==> config.mk <==
export PLATFORM = sky130hd
export DESIGN_NAME = sseg_scan_ctrl
export DESIGN_NICKNAME = d
export VERILOG_FILES = /design/src/rtl/sseg_scan_ctrl.sv
export SDC_FILE = /design/constraint.sdc
export NUM_CORES = 1
export LEC_CHECK = 0
export ABC_CLOCK_PERIOD_IN_PS = 4400
export BUFFER_PORTS_ARGS = -buffer_cell sky130_fd_sc_hd__buf_4
export CORE_ASPECT_RATIO = 0.75
export CORE_MARGIN = 2
export CORE_UTILIZATION = 61
export CTS_CLUSTER_SIZE = 40
export DETAILED_ROUTE_END_ITERATION = 8
export PLACE_DENSITY = 0.84
export SLEW_MARGIN = 30
export SYNTH_ARGS = -nofsm -noshare
export SYNTH_HDL_FRONTEND = slang
export SYNTH_SLANG_ARGS = --single-unit
==> constraint.sdc <==
create_clock -name clk -period 4.4 [get_ports clk]
set_input_delay 0.44 -clock clk [delete_from_list [all_inputs] [get_ports clk]]
set_output_delay 0.44 -clock clk [all_outputs]
set_load 0.01 [all_outputs]
==> src/rtl/sseg_scan_ctrl.sv <==
// Multiplexed common-anode seven-segment scanner with blank interval, leading-zero blanking and frame-synchronous shadow load.
// Optional macro SSEG_PWM_EN adds a 4-bit brightness input that gates the anode/dp during DRIVE.
module sseg_scan_ctrl #(
    parameter int NUM_DIGITS   = 4,
    parameter int TICK_DIV     = 100000,
    parameter int BLANK_CYCLES = 16
) (
    input  logic                    clk,
    input  logic                    rst_n,
    input  logic                    load,
    input  logic [4*NUM_DIGITS-1:0] value,
    input  logic [NUM_DIGITS-1:0]   dp_mask,
    input  logic                    lz_blank_en,
`ifdef SSEG_PWM_EN
    input  logic [3:0]              bright,
`endif
    output logic [3:0]              num,
    output logic [NUM_DIGITS-1:0]   an,
    output logic                    dp,
    output logic                    frame_start,
    output logic                    load_ack
);

    localparam int CW = (TICK_DIV > 2) ? $clog2(TICK_DIV) : 1;
    localparam int IW = (NUM_DIGITS > 1) ? $clog2(NUM_DIGITS) : 1;
    localparam logic [CW-1:0] BLANK_LAST = CW'(BLANK_CYCLES - 1);
    localparam logic [CW-1:0] DRIVE_LAST = CW'(TICK_DIV - BLANK_CYCLES - 1);
    localparam logic [IW-1:0] IDX_LAST   = IW'(NUM_DIGITS - 1);

    typedef enum logic {BLANK, DRIVE} state_t;

    state_t                  state_reg;
    logic [CW-1:0]           cnt_reg;
    logic [IW-1:0]           idx_reg;
    logic                    new_frame_reg;
    logic                    xfer_done_reg;

    logic [4*NUM_DIGITS-1:0] pend_value_reg;
    logic [NUM_DIGITS-1:0]   pend_dp_reg;
    logic                    pend_valid_reg;
    logic [4*NUM_DIGITS-1:0] act_value_reg;
    logic [NUM_DIGITS-1:0]   act_dp_reg;

    logic                    slot_end;
    logic                    boundary;
    logic                    xfer;
    logic                    pwm_on;
    logic                    lit;
    logic [NUM_DIGITS-1:0]   an_next;

    logic [3:0]              nibbles [NUM_DIGITS];
    logic [NUM_DIGITS:1]     zero_from;
    logic [NUM_DIGITS-1:0]   digit_blank;

    assign slot_end = (state_reg == DRIVE) && (cnt_reg == DRIVE_LAST);
    assign boundary = slot_end && (idx_reg == IDX_LAST);
    assign xfer     = boundary && pend_valid_reg;

    // zero_from[i] is set when every active nibble from i upward is zero.
    assign zero_from[NUM_DIGITS] = 1'b1;

    genvar gi;
    generate
        for (gi = 0; gi < NUM_DIGITS; gi++) begin : g_digit
            assign nibbles[gi] = act_value_reg[4*gi +: 4];
            if (gi == 0) begin : g_lsd
                assign digit_blank[gi] = 1'b0;
            end else begin : g_upper
                assign zero_from[gi]   = zero_from[gi+1] && (nibbles[gi] == 4'h0);
                assign digit_blank[gi] = lz_blank_en && zero_from[gi];
            end
        end
    endgenerate

`ifdef SSEG_PWM_EN
    logic [3:0] pwm_cnt_reg;

    // Restart the duty window on the first DRIVE cycle of every slot.
    always_ff @(posedge clk or negedge rst_n) begin
        if (!rst_n) begin
            pwm_cnt_reg <= 4'h0;
        end else if (state_reg == BLANK && cnt_reg == BLANK_LAST) begin
            pwm_cnt_reg <= 4'h0;
        end else begin
            pwm_cnt_reg <= pwm_cnt_reg + 4'h1;
        end
    end

    assign pwm_on = (pwm_cnt_reg <= bright);
`else
    assign pwm_on = 1'b1;
`endif

    assign lit = (state_reg == DRIVE) && !digit_blank[idx_reg] && pwm_on;

    always_comb begin
        an_next = '1;
        if (lit) begin
            an_next[idx_reg] = 1'b0;
        end
    end

    always_ff @(posedge clk or negedge rst_n) begin
        if (!rst_n) begin
            state_reg     <= BLANK;
            cnt_reg       <= '0;
            idx_reg       <= '0;
            new_frame_reg <= 1'b0;
            xfer_done_reg <= 1'b0;
            an            <= '1;
            dp            <= 1'b1;
            num           <= 4'h0;
            frame_start   <= 1'b0;
            load_ack      <= 1'b0;
        end else begin
            an            <= an_next;
            dp            <= lit ? ~act_dp_reg[idx_reg] : 1'b1;
            num           <= nibbles[idx_reg];
            frame_start   <= new_frame_reg;
            load_ack      <= xfer_done_reg;
            new_frame_reg <= boundary;
            xfer_done_reg <= xfer;
            case (state_reg)
                BLANK: begin
                    if (cnt_reg == BLANK_LAST) begin
                        state_reg <= DRIVE;
                        cnt_reg   <= '0;
                    end else begin
                        cnt_reg <= cnt_reg + 1'b1;
                    end
                end
                DRIVE: begin
                    if (slot_end) begin
                        state_reg <= BLANK;
                        cnt_reg   <= '0;
                        idx_reg   <= (idx_reg == IDX_LAST) ? '0 : idx_reg + 1'b1;
                    end else begin
                        cnt_reg <= cnt_reg + 1'b1;
                    end
                end
                default: begin
                    state_reg <= BLANK;
                    cnt_reg   <= '0;
                end
            endcase
        end
    end

    // A load coinciding with the boundary is held in pending for the following frame.
    always_ff @(posedge clk or negedge rst_n) begin
        if (!rst_n) begin
            pend_value_reg <= '0;
            pend_dp_reg    <= '0;
            pend_valid_reg <= 1'b0;
            act_value_reg  <= '0;
            act_dp_reg     <= '0;
        end else begin
            if (xfer) begin
                act_value_reg <= pend_value_reg;
                act_dp_reg    <= pend_dp_reg;
            end
            if (load) begin
                pend_value_reg <= value;
                pend_dp_reg    <= dp_mask;
                pend_valid_reg <= 1'b1;
            end else if (xfer) begin
                pend_valid_reg <= 1'b0;
            end
        end
    end

endmodule

==> results.md <==
- Outcome: finished, final reports clean
- Cts repair resizes: 0
- Layout Skew: 9.95 ps
- Setup Fix Bufs, Post-CTS: 0
- Total CTS buffers: 9
- Clk sinks: 74
- Crit path DAT: 2930 ps
- Yosys warns: 0
- Total Power: 1.27 mW
- Max Fclk: 0.370 GHz
- Final net count: 282
- Largest register FFs: 17
- CP required: 4630 ps
- Die ar.: 0.00577 mm²
- Final hold slack: 94.2 ps
- IO buf count: 34
- Core ar.: 0.00493 mm²
- Cells after Synth: 217
- Post-Syn Nets: 246
- Worst-Skew Late Latency: 350 ps
- DRC errors left: 0
- Pin count of the biggest net entering global routing: 75
- Leak Pwr: 1.74 nW
- CTS tree: yes
- Std cell rows: 22
- Reg2Reg Depth: 4
- Slew HR: 37.3%
- Worst hold path class: in2async
- Reg-to-Reg End: act_value_reg[3]
- Critical path fanouts, max: 20
- Actual slew at the worst max-slew pin: 938 ps
- Final Cycle Share: 61.3%
- Vias: 1,801
- Vias in the first global route: 1,769
- Final WL: 5670 µm
- Avg Inst Size Synth: 14.5 µm²
- Top-Level Pins: 35
- Overflow after GRT: 0
- Worst r2r src: cnt_reg[14]
- # diodes: 0
- Final setup TNS: 0 ps
- R2R Setup Slk: 1700 ps
- Antenna violations before repair: 0
- Final Max Slew Viols: 0
- Crit. End Element: register
- Clock buffer depth: 2
- Die Height: 66.3 µm
- PD cells: 350 mW/mm²
- Overall fraction of global-route tracks in use: 22.0%
- Post-route antenna net violation count: 0
- #FFs+latches synth: 74
- 1st-pass router iterations: 4
- RSZ-0062 raised after global routing: no
- GPL Wtd Cong: 0.860
- Die W: 87.0 µm
- Clock root buffer: clkbuf_8
- P&R area growth vs syn: 14.9%
- Avg Vias per Cell: 5.66
- Max-Cap Viols: 0
- Initial Util: 64.0%
- Final HPWL DP: 3870 µm
- Synth cell types: 32
- Peak supply drop: 0.000265 V
- Worst-path clk slew: 80 ps
- Share of cells above drive strength 1: 40.7%
- Mapped Area: 0.00315 mm²
- Final Hold Viols: 0
- Hold-fix buffers, CTS: 0
- Final setup viols: 0
- Critical path class: reg2reg
- WL/cell: 17.8 µm
- Final min period: 2700 ps
- Seq/Total Area, Yosys: 58.9%
- Iteration-0 DRC Markers: 146
- CP Launch Type: register
- First-pass GRT wire length: 9130 µm
- Fillcell total: 321
- H-tree depth: 3
[metrics by stage]
| step | setup slack (ps) | cell area, µm² | std cells | utilization (%) |
|---|---|---|---|---|
| 2_1_floorplan | 2530 | 3150 | 217 | - |
| 3_3_place_gp | 1780 | 3430 | 302 | 69.5 |
| 3_5_place_dp | 1700 | 3430 | 302 | 69.5 |
| 4_1_cts | 1690 | 3620 | 318 | 73.5 |
| 5_1_grt | 1550 | 3620 | 318 | 73.5 |
| 6_report | 1700 | 3620 | 318 | 73.5 |
[cell type report]
class,instances,area [µm²],area share [%]
tap,60,75.1,2.07
sequential,74,1860,51.3
clock inverter,7,70.1,1.93
multi-input combinational,131,1230,33.8
timing repair buffer,34,259,7.15
clock buffer,9,124,3.42
inverter,3,11.3,0.311
[critical path, stage by stage (launching register included)]
cell and delay [ps]:
dfrtp_1 430, or4_1 600, nor3_2 210, nand4_2 750, mux2_4 580
[cells in the mapped netlist]
library cell  instances  area [µm²]
a21oi_1               3        15.0
and3_1                2        12.5
and4_1                2        17.5
buf_2                 1        5.00
buf_6                 3        33.8
clkbuf_1              5        18.8
dfrtp_1              69        1730
dfstp_2               5         131
ha_1                  5        62.6
inv_1                 3        11.3
mux2_1                2        22.5
mux2_2               20         225
mux2_4               20         300
mux4_2                5         113
nand2_1               4        15.0
nand3_1               9        45.0
nand4_1              10        62.6
nand4_2               1        12.5
nor2_1               13        48.8
nor2_2                1        6.26
nor2b_1               1        6.26
nor3_1                2        10.0
nor3_2                2        20.0
nor4_1                6        37.5
o211ai_1              1        7.51
o21a_1                1        7.51
o21bai_1              1        7.51
or3_1                 1        6.26
or4_1                 3        22.5
or4_4                 1        11.3
xnor2_1               7        61.3
xor2_1                8        70.1
[worst max-delay path by stage]
| stage | startpoint | to | slack, ps | cells past startpoint |
|---|---|---|---|---|
| after CTS | cnt_reg[14] | act_value_reg[3] | 1690 | 4 |
| after detailed placement | cnt_reg[14] | act_value_reg[2] | 1700 | 4 |
| after global placement | cnt_reg[14] | act_dp_reg[3] | 1780 | 4 |
| after floorplan | cnt_reg[13] | act_dp_reg[0] | 2530 | 5 |
| final | cnt_reg[14] | act_value_reg[3] | 1700 | 4 |
| after global routing | cnt_reg[0] | act_dp_reg[3] | 1550 | 5 |
[routing by layer]
layer | GRT usage (%) | wire length, µm
met3 | 7.62 | 333
met1 | 32.0 | 2830
met4 | 5.86 | 58
met2 | 31.7 | 2460
met5 | 0 | 0
[power breakdown]
| part | total (mW) | internal, mW | switching [mW] |
|---|---|---|---|
| clock network | 0.507 | 0.259 | 0.248 |
| logic | 0.0532 | 0.0300 | 0.0232 |
| registers | 0.710 | 0.698 | 0.0111 |
[placed cells by master (no fill, tap or decap), types with 3 or more instances in the layout]
| cell | count |
|---|---|
| dfrtp_1 | 69 |
| buf_4 | 33 |
| mux2_4 | 20 |
| mux2_2 | 20 |
| nor2_1 | 13 |
| nand4_1 | 10 |
| nand3_1 | 9 |
| clkbuf_8 | 9 |
| xor2_1 | 8 |
| xnor2_1 | 7 |
| nor4_1 | 6 |
| mux4_2 | 5 |
| ha_1 | 5 |
| dfstp_2 | 5 |
| nand2_1 | 4 |
| clkinvlp_4 | 4 |
| or4_1 | 3 |
| inv_1 | 3 |
| a21oi_1 | 3 |
[cell families after synthesis]
logic type	count (synthesis)	share of synthesized area (%)
simple gates	58	10.6
mux	47	21.0
flops	74	58.9
xor+xnor	15	4.17
compound gates	6	1.19
buf+inv	12	2.18
fa+ha+maj	5	1.98
Power figures use the tool's default switching activity.
